===== config.mk =====
export PLATFORM = sky130hd
export DESIGN_NAME = mips_multicycle_ctrl
export DESIGN_NICKNAME = d
export VERILOG_FILES = /design/src/rtl/mips_pkg.sv /design/src/rtl/mips_mem_wait_timer.sv /design/src/rtl/mips_multicycle_ctrl.sv
export SDC_FILE = /design/constraint.sdc
export NUM_CORES = 1
export LEC_CHECK = 0
export ABC_CLOCK_PERIOD_IN_PS = 1300
export BUFFER_PORTS_ARGS = -buffer_cell sky130_fd_sc_hd__buf_2
export CORE_ASPECT_RATIO = 0.7
export CORE_MARGIN = 2
export CORE_UTILIZATION = 42
export CTS_CLUSTER_SIZE = 20
export DETAILED_ROUTE_END_ITERATION = 7
export PLACE_DENSITY = 0.75
export SYNTH_ARGS = -nofsm -noshare
export SYNTH_HDL_FRONTEND = slang
export SYNTH_SLANG_ARGS = --single-unit

===== constraint.sdc =====
create_clock -name CLK -period 1.3 [get_ports CLK]
set_input_delay 0.13 -clock CLK [delete_from_list [all_inputs] [get_ports CLK]]
set_output_delay 0.13 -clock CLK [all_outputs]
set_load 0.03 [all_outputs]

===== src/rtl/mips_pkg.sv =====
// Shared definitions for the multi-cycle MIPS control slice: opcodes,
// controller state codes and datapath mux/ALU encodings.
package mips_pkg;

    localparam logic [5:0] OP_RTYPE = 6'b000000;
    localparam logic [5:0] OP_J     = 6'b000010;
    localparam logic [5:0] OP_BEQ   = 6'b000100;
    localparam logic [5:0] OP_BNE   = 6'b000101;
    localparam logic [5:0] OP_ADDI  = 6'b001000;
    localparam logic [5:0] OP_SLTI  = 6'b001010;
    localparam logic [5:0] OP_ANDI  = 6'b001100;
    localparam logic [5:0] OP_ORI   = 6'b001101;
    localparam logic [5:0] OP_LW    = 6'b100011;
    localparam logic [5:0] OP_SW    = 6'b101011;

    typedef enum logic [3:0] {
        S_FETCH  = 4'd0,
        S_DECODE = 4'd1,
        S_MEMADR = 4'd2,
        S_MEMRD  = 4'd3,
        S_MEMWB  = 4'd4,
        S_MEMWR  = 4'd5,
        S_EXEC   = 4'd6,
        S_ALUWB  = 4'd7,
        S_BRANCH = 4'd8,
        S_IMMEX  = 4'd9,
        S_IMMWB  = 4'd10,
        S_JUMP   = 4'd11
    } ctrl_state_t;

    localparam logic [1:0] ALU_OP_ADD   = 2'b00;
    localparam logic [1:0] ALU_OP_SUB   = 2'b01;
    localparam logic [1:0] ALU_OP_FUNCT = 2'b10;
    localparam logic [1:0] ALU_OP_IMM   = 2'b11;

    localparam logic [1:0] SRCB_REG     = 2'b00;
    localparam logic [1:0] SRCB_FOUR    = 2'b01;
    localparam logic [1:0] SRCB_IMM     = 2'b10;
    localparam logic [1:0] SRCB_IMM_SH2 = 2'b11;

    localparam logic [1:0] PCSRC_ALU    = 2'b00;
    localparam logic [1:0] PCSRC_ALUOUT = 2'b01;
    localparam logic [1:0] PCSRC_JUMP   = 2'b10;

    // States that own the memory port and therefore wait on MEM_READY.
    function automatic logic is_mem_state(input ctrl_state_t s);
        return s inside {S_FETCH, S_MEMRD, S_MEMWR};
    endfunction

endpackage


===== src/rtl/mips_mem_wait_timer.sv =====
// Counts cycles spent waiting for MEM_READY in a memory state and flags
// a timeout when the wait reaches TIMEOUT_CYC (0 disables the timeout).
module mips_mem_wait_timer #(
    parameter int unsigned TIMEOUT_CYC = 15,
    parameter int unsigned CNT_W       = 4
) (
    input  logic clk_i,
    input  logic rst_i,
    input  logic clear_i,
    input  logic active_i,
    input  logic ready_i,
    output logic timeout_o
);

    logic [CNT_W-1:0] cnt_q, cnt_d;

    always_comb begin
        cnt_d = cnt_q;
        if (clear_i) begin
            cnt_d = '0;
        end else if (active_i && !ready_i) begin
            cnt_d = cnt_q + CNT_W'(1);
        end
    end

    always_ff @(posedge clk_i or posedge rst_i) begin
        if (rst_i) begin
            cnt_q <= '0;
        end else begin
            cnt_q <= cnt_d;
        end
    end

    assign timeout_o = (TIMEOUT_CYC != 0) && active_i && !ready_i &&
                       (cnt_q == CNT_W'(TIMEOUT_CYC));

endmodule


===== src/rtl/mips_multicycle_ctrl.sv =====
// Multi-cycle MIPS control FSM: sequences fetch/decode/execute over a shared
// datapath with a single memory port guarded by a ready handshake.
module mips_multicycle_ctrl
    import mips_pkg::*;
#(
    parameter int unsigned TIMEOUT_CYC = 15,
    parameter int unsigned CNT_W       = 4
) (
    input  logic       CLK,
    input  logic       RESET,
    input  logic [5:0] OPCODE,
    input  logic [5:0] FUNCT,
    input  logic       ZERO,
    input  logic       MEM_READY,
    output logic       PC_EN,
    output logic       IORD,
    output logic       MEM_RD,
    output logic       MEM_WR,
    output logic       IR_WRITE,
    output logic       REG_DST,
    output logic       MEM_TO_REG,
    output logic       REG_WRITE,
    output logic       ALU_SRC_A,
    output logic [1:0] ALU_SRC_B,
    output logic [1:0] ALU_OP,
    output logic [1:0] PC_SRC,
    output logic       EXT_ZERO,
    output logic       ILLEGAL,
    output logic       MEM_ERR,
    output logic [3:0] STATE
);

    ctrl_state_t state_q, state_d;
    logic        mem_timeout;
    logic        wait_clr;
    logic        op_legal;
    logic        imm_logic;

    // FUNCT is decoded by the ALU control, not here.
    logic unused_funct;
    assign unused_funct = ^FUNCT;

    assign op_legal  = OPCODE inside {OP_RTYPE, OP_J, OP_BEQ, OP_BNE, OP_ADDI,
                                      OP_SLTI, OP_ANDI, OP_ORI, OP_LW, OP_SW};
    assign imm_logic = (OPCODE == OP_ANDI) || (OPCODE == OP_ORI);

    always_ff @(posedge CLK or posedge RESET) begin
        if (RESET) begin
            state_q <= S_FETCH;
        end else begin
            state_q <= state_d;
        end
    end

    always_comb begin
        state_d = state_q;
        case (state_q)
            S_FETCH:  if (MEM_READY) state_d = S_DECODE;
            S_DECODE: begin
                case (OPCODE)
                    OP_LW, OP_SW:                      state_d = S_MEMADR;
                    OP_RTYPE:                          state_d = S_EXEC;
                    OP_BEQ, OP_BNE:                    state_d = S_BRANCH;
                    OP_ADDI, OP_SLTI, OP_ANDI, OP_ORI: state_d = S_IMMEX;
                    OP_J:                              state_d = S_JUMP;
                    default:                           state_d = S_FETCH;
                endcase
            end
            S_MEMADR: state_d = (OPCODE == OP_SW) ? S_MEMWR : S_MEMRD;
            S_MEMRD:  begin
                if (MEM_READY)        state_d = S_MEMWB;
                else if (mem_timeout) state_d = S_FETCH;
            end
            S_MEMWR:  if (MEM_READY || mem_timeout) state_d = S_FETCH;
            S_EXEC:   state_d = S_ALUWB;
            S_IMMEX:  state_d = S_IMMWB;
            default:  state_d = S_FETCH;
        endcase
    end

    // A timeout in FETCH stays in FETCH, so it must restart the count explicitly.
    assign wait_clr = (state_d != state_q) || mem_timeout;

    mips_mem_wait_timer #(
        .TIMEOUT_CYC(TIMEOUT_CYC),
        .CNT_W      (CNT_W)
    ) u_wait_timer (
        .clk_i    (CLK),
        .rst_i    (RESET),
        .clear_i  (wait_clr),
        .active_i (is_mem_state(state_q)),
        .ready_i  (MEM_READY),
        .timeout_o(mem_timeout)
    );

    always_comb begin
        PC_EN      = 1'b0;
        IORD       = 1'b0;
        MEM_RD     = 1'b0;
        MEM_WR     = 1'b0;
        IR_WRITE   = 1'b0;
        REG_DST    = 1'b0;
        MEM_TO_REG = 1'b0;
        REG_WRITE  = 1'b0;
        ALU_SRC_A  = 1'b0;
        ALU_SRC_B  = SRCB_REG;
        ALU_OP     = ALU_OP_ADD;
        PC_SRC     = PCSRC_ALU;
        EXT_ZERO   = 1'b0;
        ILLEGAL    = 1'b0;
        MEM_ERR    = 1'b0;
        STATE      = state_q;
        if (!RESET) begin
            case (state_q)
                S_FETCH: begin
                    MEM_RD    = 1'b1;
                    ALU_SRC_B = SRCB_FOUR;
                    IR_WRITE  = MEM_READY;
                    PC_EN     = MEM_READY;
                    MEM_ERR   = mem_timeout;
                end
                S_DECODE: begin
                    ALU_SRC_B = SRCB_IMM_SH2;
                    ILLEGAL   = !op_legal;
                end
                S_MEMADR: begin
                    ALU_SRC_A = 1'b1;
                    ALU_SRC_B = SRCB_IMM;
                end
                S_MEMRD: begin
                    MEM_RD  = 1'b1;
                    IORD    = 1'b1;
                    MEM_ERR = mem_timeout;
                end
                S_MEMWB: begin
                    REG_WRITE  = 1'b1;
                    MEM_TO_REG = 1'b1;
                end
                S_MEMWR: begin
                    MEM_WR  = 1'b1;
                    IORD    = 1'b1;
                    MEM_ERR = mem_timeout;
                end
                S_EXEC: begin
                    ALU_SRC_A = 1'b1;
                    ALU_OP    = ALU_OP_FUNCT;
                end
                S_ALUWB: begin
                    REG_WRITE = 1'b1;
                    REG_DST   = 1'b1;
                end
                S_BRANCH: begin
                    ALU_SRC_A = 1'b1;
                    ALU_OP    = ALU_OP_SUB;
                    PC_SRC    = PCSRC_ALUOUT;
                    PC_EN     = ZERO ^ (OPCODE == OP_BNE);
                end
                S_IMMEX: begin
                    ALU_SRC_A = 1'b1;
                    ALU_SRC_B = SRCB_IMM;
                    ALU_OP    = (OPCODE == OP_ADDI) ? ALU_OP_ADD :
                                (OPCODE == OP_SLTI) ? ALU_OP_SUB : ALU_OP_IMM;
                    EXT_ZERO  = imm_logic;
                end
                S_IMMWB: begin
                    REG_WRITE = 1'b1;
                    EXT_ZERO  = imm_logic;
                end
                S_JUMP: begin
                    PC_SRC = PCSRC_JUMP;
                    PC_EN  = 1'b1;
                end
                default: ;
            endcase
        end
    end

endmodule


==> impl_metrics.csv, run 1 <==
group,metric,value,unit
outcome,outcome,"stopped before the end",
outcome,failing_step,"5_1_grt",
outcome,error_message,"[ERROR DPL-0038] Utilization greater than 100%, impossible to legalize",
clock_tree,cts-htree-levels,1,
floorplan,row_count,13,
logic_synthesis,postSynthAreaPerCell,7.723,µm²
logic_synthesis,synth-edff-count,0,
logic_synthesis,netlist_instances,110,
placed_design,place.detailed.hpwl,2.528,mm
logic_synthesis,synth_area,849.6,µm²
clock_tree,ctsLongestPathBuffers,2,
clock_tree,numCtsBuffers,3,
sta,worstEndpointGrtRepair,"EXT_ZERO",
clock_tree,clk_root_buf,"sky130_fd_sc_hd__clkbuf_4",
sta,timing.worst_endpoint.kind,"output port",
floorplan,initial_core_util,45.03,%
logic_synthesis,netlist.area_leader.share,23.56,%
logic_synthesis,cell_type_with_the_largest_total_area_after_synthesis,"sky130_fd_sc_hd__dfrtp_1",
logic_synthesis,post_synthesis_net_count,127,
floorplan,die_extent_in_x,57.76,µm
logic_synthesis,synth_cell_types,49,
logic_synthesis,ys_warn_count,0,
placed_design,io_buffer_count,31,
placed_design,finalWeightedCongestion,0.9022,
logic_synthesis,share_of_async_settable_or_async_resettable_flops_after_synthesis,100.0,%
floorplan,chipHeight,41.63,µm
floorplan,top_level_ports,38,
grt,grt_start_max_net_pins,15,
logic_synthesis,ys_top_cells_by_area,"sky130_fd_sc_hd__dfrtp_1 24%, sky130_fd_sc_hd__nor3_1 5.3%, sky130_fd_sc_hd__nor2_1 5.3%, sky130_fd_sc_hd__a21oi_1 4.7%, sky130_fd_sc_hd__nand2b_1 2.9%",
logic_synthesis,synth_seq_cells,8,
placed_design,dpl.cell_count,196,
placed_design,post-place-ws,-0.3137,ns
logic_synthesis,ys.flop_type,"sky130_fd_sc_hd__dfrtp_1",
logic_synthesis,ys_seq_area_share,23.56,%
clock_tree,cts.sink_count,8,
## Yosys cell counts, types with 3 or more instances
| cell type | count |
|---|---|
| sky130_fd_sc_hd__nor3_1 | 9 |
| sky130_fd_sc_hd__a21oi_1 | 8 |
| sky130_fd_sc_hd__inv_1 | 3 |
| sky130_fd_sc_hd__nor2_1 | 12 |
| sky130_fd_sc_hd__nand2_1 | 6 |
| sky130_fd_sc_hd__buf_2 | 4 |
| sky130_fd_sc_hd__nor2b_1 | 3 |
| sky130_fd_sc_hd__dfrtp_1 | 8 |
| sky130_fd_sc_hd__nand2b_1 | 4 |
## cell families after synthesis
logic type / after synthesis / share of synthesized area [%]
xor+xnor: 3 / 3.093
flops: 8 / 23.56
mux: 1 / 1.178
compound gates: 28 / 23.27
simple gates: 57 / 41.09
fa+ha+maj: 1 / 1.473
buf+inv: 12 / 6.334
## timing repair
item                                   CTS
setup buffers                            5
resized for setup                       69
setup endpoints to repair               25
hold buffers                             1
pin swaps                               13
endpoints found under the hold margin    8
## stage by stage
stage	area, µm²	TNS, ns
floorplan	960.9	-5.128
global placement	1409	-2.182
detailed placement	1409	-3.455
CTS	1753	-7.074
==> run 2, diff against run 1 <==
==> config.mk (replaced) <==
export PLATFORM = sky130hd
export DESIGN_NAME = mips_multicycle_ctrl
export DESIGN_NICKNAME = d
export VERILOG_FILES = /design/src/rtl/mips_pkg.sv /design/src/rtl/mips_mem_wait_timer.sv /design/src/rtl/mips_multicycle_ctrl.sv
export SDC_FILE = /design/constraint.sdc
export NUM_CORES = 1
export LEC_CHECK = 0
export ABC_CLOCK_PERIOD_IN_PS = 1700
export BUFFER_PORTS_ARGS = -buffer_cell sky130_fd_sc_hd__buf_2
export CORE_AREA = 2 2 63 65
export DETAILED_ROUTE_END_ITERATION = 7
export DIE_AREA = 0 0 65 67
export PLACE_DENSITY_LB_ADDON = 0.15
export SYNTH_ARGS = -nofsm -noshare
export SYNTH_HDL_FRONTEND = slang
export SYNTH_SLANG_ARGS = --single-unit
==> constraint.sdc (replaced) <==
create_clock -name CLK -period 1.7 [get_ports CLK]
set_input_delay 0.17 -clock CLK [delete_from_list [all_inputs] [get_ports CLK]]
set_output_delay 0.17 -clock CLK [all_outputs]
set_load 0.03 [all_outputs]
==> impl_metrics.csv, run 2 <==
group,metric,value,unit
outcome,outcome,"finished with violations",
outcome,violations,"negative setup slack",
worst_setup_path,cp-end-kind,"output pin",
sta,fin_worst_skew,0.002851,ns
sta,fin_hold_ws,0.3701,ns
logic_synthesis,post_synthesis_net_count,127,
logic_synthesis,ys_warn_count,0,
logic_synthesis,synth.cells.most_frequent,"12 x sky130_fd_sc_hd__nor2_1, 9 x sky130_fd_sc_hd__nor3_1, 8 x sky130_fd_sc_hd__a21oi_1, 8 x sky130_fd_sc_hd__dfrtp_1, 6 x sky130_fd_sc_hd__nand2_1",
clock_tree,cts.sink_count,8,
grt,grt_busiest_layer,"met2",
logic_synthesis,most_frequent_cell_after_synthesis,"sky130_fd_sc_hd__nor2_1",
sta,postLayoutSetupSlackWorst,-0.1288,ns
logic_synthesis,postSynthAreaPerCell,7.723,µm²
finish,area_delta_synth_final,62.00,%
clock_tree,cts_tree,"done",
clock_tree,cts-htree-levels,1,
route,remaining_antenna_violation_count,0,
hold_path,worst_hold_path.num_cells,4,
sta,timing.final.crit_period,1.829,ns
hold_path,hold_path.class,"primary input to flop",
worst_setup_path,timing.critical_path.fanout_max,4,
finish,fin_nets,176,
finish,finalCoreUtilization,38.17,%
clock_tree,clock_pin_slew_reported_for_the_worst_setup_and_hold_paths_after_clock_tree_synthesis,0.04,ns
placed_design,io_buffer_count,31,
power_and_ir_drop,power_leakage,0.6183,nW
power_and_ir_drop,pd_cells,1219,nW/µm²
worst_setup_path,reg2regPathDepth,5,
route,vias_per_cell,5.024,
clock_tree,numCtsBuffers,3,
worst_setup_path,critical_path.reg2reg.endpoint,"u_wait_timer.cnt_q[3]",
logic_synthesis,netlist.area_leader.share,23.56,%
floorplan,die_extent_in_x,65,µm
floorplan,die_area,4355,µm²
sta,timing.max_slew.rel_slack,76.09,%
flow_run,max_cap_violations,0,
sta,period_share,107.6,%
finish,ff_latch_area,205.2,µm²
finish,final_layout_size_suffix_gt1_share,55.06,%
floorplan,top_level_ports,38,
logic_synthesis,synth_cell_types,49,
route,wirelength,2.897,mm
sta,finalSetupViolCount,4,
worst_setup_path,critical_setup_path_class,"flop to output pin",
grt,globalRouteMet2Util,22.04,%
sta,setup-tns-final,-0.2622,ns
logic_synthesis,synth_seq_cells,8,
worst_setup_path,critical_path.reg2reg.startpoint,"STATE[1]",
floorplan,chipHeight,67,µm
grt,first_global_vias,975,
finish,fin_cells,206,
grt,grt_start_max_net_pins,15,
power_and_ir_drop,power.ir.vdd_worst,424.2,µV
finish,mostFrequentLayoutCell,"sky130_fd_sc_hd__buf_4",
grt,first_pass_grt_wire_length,4.685,mm
hold_path,end_point_of_the_worst_hold_path,"STATE[3]",
placed_design,dpl.cell_count,198,
route,vias,1035,
route,drt_drc_violations_left,0,
clock_tree,clk_root_buf,"sky130_fd_sc_hd__clkbuf_8",
worst_setup_path,crit_arrival,1.66,ns
sta,fmaxAchievable,546.8,MHz
route,routedWlPerCell,14.06,µm
floorplan,row_count,22,
sta,timing.final.hold_violations,0,
hold_path,holdCritStartpoint,"OPCODE[1]",
placed_design,place.detailed.hpwl,2.255,mm
grt,grt_overflow_total,0,
logic_synthesis,share_of_async_settable_or_async_resettable_flops_after_synthesis,100.0,%
route,initial_drc_count,30,
logic_synthesis,netlist_instances,110,
sta,finalMaxSlewViolations,0,
logic_synthesis,synth_area,849.6,µm²
sta,timing_worst_slew_pin_value,0.3497,ns
grt,grtUsageTotal,13.96,%
worst_setup_path,r2r_slack,0.19,ns
logic_synthesis,ys_seq_area_share,23.56,%
finish,final_layout_fill_cell_count,399,
logic_synthesis,cell_type_with_the_largest_total_area_after_synthesis,"sky130_fd_sc_hd__dfrtp_1",
clock_tree,ctsLongestPathBuffers,2,
logic_synthesis,ys.flop_type,"sky130_fd_sc_hd__dfrtp_1",
floorplan,core_region_area,3606,µm²
grt,met3_usage,2.872,%
logic_synthesis,ys_top_cells_by_area,"sky130_fd_sc_hd__dfrtp_1 24%, sky130_fd_sc_hd__nor3_1 5.3%, sky130_fd_sc_hd__nor2_1 5.3%, sky130_fd_sc_hd__a21oi_1 4.7%, sky130_fd_sc_hd__nand2b_1 2.9%",
worst_setup_path,critical_path.startpoint_type,"flop",
finish,multi_input_area,705.7,µm²
placed_design,finalWeightedCongestion,0.8288,
sta,rsz_0062_raised_after_global_routing,"yes",
grt,grt_antenna_before_repair,0,
finish,num_antenna_cells,0,
logic_synthesis,synth-edff-count,0,
worst_setup_path,cp_data_required_time,1.53,ns
grt,met1_usage,19.39,%
clock_tree,worstSkewPairLatency,0.23,ns
finish,mostFrequentLayoutCells,"24 x sky130_fd_sc_hd__buf_4, 22 x sky130_fd_sc_hd__buf_2, 8 x sky130_fd_sc_hd__nor2_1, 7 x sky130_fd_sc_hd__a21oi_1",
floorplan,initial_core_util,23.56,%
route,drt_pre_antenna_iters,4,
-- run 2: cell counts after synthesis --
No cell type changed its count.
-- run 2: per-stage QoR --
step	cell area (µm²)	power [mW]	setup WS (ns)
floorplan	912.1	0.9516	-0.1153
finish	1376	1.678	-0.1288
detailed placement	1209	1.303	0.03045
global route	1376	1.789	-0.2262
CTS	1338	1.649	-0.1544
global placement	1209	1.288	0.06233
-- run 2: area by class of cell --
type | count | share of cell area, %
clock buffer | 4 | 3.273
sequential | 8 | 14.91
timing repair buffer | 51 | 24.82
multi-input combinational | 90 | 51.27
inverter | 5 | 1.364
tap | 48 | 4.364
-- run 2: repair_timing --
action | CTS | global route
setup endpoints to repair | 9 | 10
buffers inserted | 3 | 0
hold buffers | 1 | 0
hold endpoints to repair | 8 | 0
gates resized for setup | 17 | 12
pin swaps | 3 | 1
-- run 2: cell families (layout without fill, tap and decap cells) --
kind of cell	count (synthesis)	after routing	synth area share, %
flops	8	8	23.56
simple gates	57	57	41.09
compound gates	28	28	23.27
fa+ha+maj	1	1	1.473
mux	1	1	1.178
buf+inv	12	60	6.334
xor+xnor	3	3	3.093
-- run 2: per-layer routing --
layer	up-vias	share of wire [%]
li1	503	-
met1	500	48
met2	30	45
met3	2	6.0
met4	0	0.41
met5	-	0
-- run 2: worst max path at each step --
stage,startpoint,endpoint,slack (ns),cells past startpoint
2_1_floorplan,STATE[2],EXT_ZERO,-0.12,5
3_3_place_gp,STATE[2],EXT_ZERO,0.06,5
3_5_place_dp,STATE[1],MEM_ERR,0.03,5
4_1_cts,STATE[2],MEM_ERR,-0.15,5
5_1_grt,STATE[2],MEM_ERR,-0.23,5
6_report,STATE[1],MEM_ERR,-0.13,5
-- run 2: worst max-delay path, stage by stage (launching register included) --
cell and delay (ns):
sky130_fd_sc_hd__dfrtp_2 0.44, sky130_fd_sc_hd__xor2_2 0.17, sky130_fd_sc_hd__a21oi_1 0.09, sky130_fd_sc_hd__or3_4 0.38, sky130_fd_sc_hd__nor3b_4 0.20, sky130_fd_sc_hd__buf_6 0.15
-- run 2: where the power goes --
group | leakage [nW] | total, mW | switching [mW] | internal (mW)
clock | 0.0228 | 0.239 | 0.0767 | 0.163
sequential | 0.102 | 0.313 | 0.0699 | 0.244
combinational | 0.493 | 1.12 | 0.642 | 0.483
Note: power is estimated with default switching activity, not from simulation.
==> run 3, diff against run 2 <==
--- a/config.mk
+++ b/config.mk
@@ -5,6 +5,7 @@
 export SDC_FILE = /design/constraint.sdc
 export NUM_CORES = 1
 export LEC_CHECK = 0
+export ABC_AREA = 1
 export ABC_CLOCK_PERIOD_IN_PS = 1700
 export BUFFER_PORTS_ARGS = -buffer_cell sky130_fd_sc_hd__buf_2
 export CORE_AREA = 2 2 63 65
==> impl_metrics.csv, run 3 <==
group,metric,value,unit
outcome,outcome,"finished with violations",
outcome,violations,"negative setup slack",
logic_synthesis,post_synthesis_net_count,164,
logic_synthesis,synth_seq_cells,8,
power_and_ir_drop,net-switching-power,0.8679,mW
clock_tree,worstSkewPairLatency,0.23,ns
floorplan,chipHeight,67,µm
finish,fin_nets,226,
worst_setup_path,cp-end-kind,"output pin",
placed_design,place.detailed.hpwl,2.374,mm
logic_synthesis,share_of_async_settable_or_async_resettable_flops_after_synthesis,100.0,%
grt,grtUsageTotal,14.79,%
clock_tree,ctsLongestPathBuffers,2,
worst_setup_path,reg2regPathDepth,12,
placed_design,finalWeightedCongestion,0.8521,
finish,area_delta_synth_final,73.19,%
worst_setup_path,critical_path.reg2reg.startpoint,"STATE[1]",
sta,timing.final.crit_period,1.720,ns
sta,finalSetupViolCount,4,
grt,grt_antenna_before_repair,0,
route,vias_per_cell,4.523,
power_and_ir_drop,internal_power,0.9281,mW
power_and_ir_drop,power.share.combinational,68.8,%
worst_setup_path,r2r_slack,0.06,ns
logic_synthesis,synth_area,900.9,µm²
route,routedWlPerCell,11.67,µm
clock_tree,numCtsBuffers,3,
clock_tree,cts.hold.buffers_added,0,
floorplan,initial_core_util,24.98,%
worst_setup_path,worst-path-buf-inv,3,
sta,period_share,101.2,%
power_and_ir_drop,share_clk_of_total_power,13.5,%
finish,mostFrequentLayoutCells,"31 x sky130_fd_sc_hd__buf_4, 28 x sky130_fd_sc_hd__nand2_1, 20 x sky130_fd_sc_hd__nor2_1, 18 x sky130_fd_sc_hd__buf_2, 13 x sky130_fd_sc_hd__inv_1",
logic_synthesis,ys_seq_area_share,22.22,%
worst_setup_path,cp_data_required_time,1.53,ns
clock_tree,cts.sink_count,8,
placed_design,io_buffer_count,31,
route,wirelength,2.987,mm
finish,fin_cells,256,
route,drt_pre_antenna_iters,4,
logic_synthesis,ys_warn_count,0,
logic_synthesis,cell_type_with_the_largest_total_area_after_synthesis,"sky130_fd_sc_hd__dfrtp_1",
floorplan,row_count,22,
logic_synthesis,most_frequent_cell_after_synthesis,"sky130_fd_sc_hd__nand2_1",
sta,postLayoutSetupSlackWorst,-0.02008,ns
power_and_ir_drop,power.share.switching,48.32,%
logic_synthesis,synth.cells.most_frequent,"30 x sky130_fd_sc_hd__nand2_1, 25 x sky130_fd_sc_hd__nor2_1, 16 x sky130_fd_sc_hd__inv_1",
finish,mostFrequentLayoutCell,"sky130_fd_sc_hd__buf_4",
finish,final_layout_fill_cell_count,392,
worst_setup_path,critical_setup_path_class,"flop to output pin",
route,vias,1158,
logic_synthesis,postSynthAreaPerCell,6.128,µm²
clock_tree,clock_pin_slew_reported_for_the_worst_setup_and_hold_paths_after_clock_tree_synthesis,0.05,ns
sta,fin_hold_ws,0.1369,ns
sta,finalMaxSlewViolations,0,
logic_synthesis,synth-edff-count,0,
worst_setup_path,cp_slowest_cell,"sky130_fd_sc_hd__dfrtp_2",
hold_path,hold_path.class,"primary input to async pin",
worst_setup_path,path_delay_family,"flip-flops",
route,initial_drc_count,39,
logic_synthesis,ys_top_cells_by_area,"sky130_fd_sc_hd__dfrtp_1 22%, sky130_fd_sc_hd__nand2_1 13%, sky130_fd_sc_hd__nor2_1 10%, sky130_fd_sc_hd__inv_1 6.7%, sky130_fd_sc_hd__nand3_1 5.6%",
grt,grt_overflow_total,0,
logic_synthesis,netlist.area_leader.share,22.22,%
clock_tree,clk_root_buf,"sky130_fd_sc_hd__clkbuf_8",
route,drt_drc_violations_left,0,
grt,grt_start_max_net_pins,16,
logic_synthesis,ys.flop_type,"sky130_fd_sc_hd__dfrtp_1",
power_and_ir_drop,power_frac_seq,17.7,%
power_and_ir_drop,power.ir.vdd_worst,499.8,µV
power_and_ir_drop,power_leakage,0.7826,nW
placed_design,dpl.cell_count,239,
sta,timing.max_slew.rel_slack,74.09,%
floorplan,die_area,4355,µm²
power_and_ir_drop,fin_total_pwr,1.796,mW
route,remaining_antenna_violation_count,0,
sta,fin_worst_skew,0.004893,ns
floorplan,core_region_area,3606,µm²
floorplan,die_extent_in_x,65,µm
floorplan,top_level_ports,38,
sta,timing_worst_slew_pin_value,0.3887,ns
worst_setup_path,critical_path_cell_sequence,"nor2_4, nand2_2, inv_2, nand2_1, buf_4, a31oi_2, buf_6",
finish,final_layout_size_suffix_gt1_share,55.29,%
sta,rsz_0062_raised_after_global_routing,"yes",
sta,timing.final.hold_violations,0,
logic_synthesis,synth_cell_types,28,
sta,fmaxAchievable,581.4,MHz
worst_setup_path,critical_path.reg2reg.endpoint,"u_wait_timer.cnt_q[1]",
grt,first_pass_grt_wire_length,5.064,mm
worst_setup_path,crit_path_max_incr_delay,0.47,ns
worst_setup_path,timing.critical_path.fanout_max,6,
clock_tree,cts_tree,"done",
logic_synthesis,netlist_instances,147,
grt,first_global_vias,1150,
worst_setup_path,crit_arrival,1.55,ns
worst_setup_path,critical_path.startpoint_type,"flop",
placed_design,post-place-ws,0.02049,ns
flow_run,max_cap_violations,0,
power_and_ir_drop,pd_cells,1151,nW/µm²
clock_tree,cts-htree-levels,1,
finish,num_antenna_cells,0,
-- run 3: changes by cell type in the layout (fill, tap and decap cells not counted), sizes merged, moves of 4 or more --
cell and delta:
nor2 +21, nor3 -7, nor3b -4, nand2 +30
nand2b -5, nand3 +11, nor2b -4, inv +19
buf +9, nand4 +5
-- run 3: worst register-to-register path, delay by kind of cell, from the launching register on --
family,cells,cell delay (ns)
simple gates,9,0.74
buf+inv,2,0.23
compound gates,1,0.13
flops,1,0.47
-- run 3: cells by family (layout without fill, tap and decap cells) --
logic type                 Yosys count  after routing  synth area share [%]
xor gates and xnor gates             2              2                 1.945
DFF                                  8              8                 22.22
adders and majority gates            1              1                 1.389
AOI/OAI and AO/OA                   19             19                 13.33
buffers and inverters               25             86                 10.56
and+or+nand+nor                     92             92                 50.56
-- run 3: layer usage --
layer,share of wire (%),vias up,track usage [%]
met1,46,528,18.21
met4,0,0,2.394
met5,0,-,0
li1,-,602,-
met2,50,28,27.96
met3,4.6,0,1.520
-- run 3: area by class of cell --
class / count / area (µm²) / area share (%)
Sequential cell: 8 / 205.2 / 13.15
Tap cell: 48 / 60.06 / 3.849
Clock buffer: 4 / 45.04 / 2.887
Timing Repair Buffer: 58 / 424.2 / 27.19
Inverter: 24 / 95.09 / 6.095
Multi-Input combinational cell: 114 / 730.7 / 46.83
-- run 3: per-stage QoR --
step	util, %	TNS, ns	area [µm²]
after detailed placement	35.39	0	1276
after CTS	41.22	-0.06016	1486
final	43.27	-0.05236	1560
after global routing	43.27	-0.8566	1560
after global placement	35.39	0	1276
after floorplan	-	-0.1493	959.7
-- run 3: timing repair --
action                                  4_1_cts  5_1_grt
setup buffers                                11        2
gates resized for setup                      25       30
gates cloned                                  0        0
pin swaps                                     5        4
endpoints found under the setup margin       10       17
hold endpoints to repair                      0        0
-- run 3: worst max-delay path by stage --
| stage | startpoint | to | slack [ns] | cells after the start |
|---|---|---|---|---|
| final | STATE[1] | PC_EN | -0.02 | 7 |
| after global routing | STATE[1] | PC_EN | -0.1 | 8 |
| after CTS | STATE[1] | PC_EN | -0.03 | 7 |
| after detailed placement | STATE[1] | u_wait_timer.cnt_q[2] | 0.02 | 9 |
| after floorplan | STATE[3] | ILLEGAL | -0.12 | 5 |
| after global placement | STATE[1] | u_wait_timer.cnt_q[0] | 0.006 | 9 |
-- run 3: power by group through the flow --
stage	Sequential [mW]	Combinational, mW	Clock [mW]
after floorplan	0.349	0.605	0
after global placement	0.316	0.941	0
after detailed placement	0.317	0.950	0
after CTS	0.311	1.16	0.255
after global routing	0.329	1.34	0.267
final	0.318	1.24	0.242
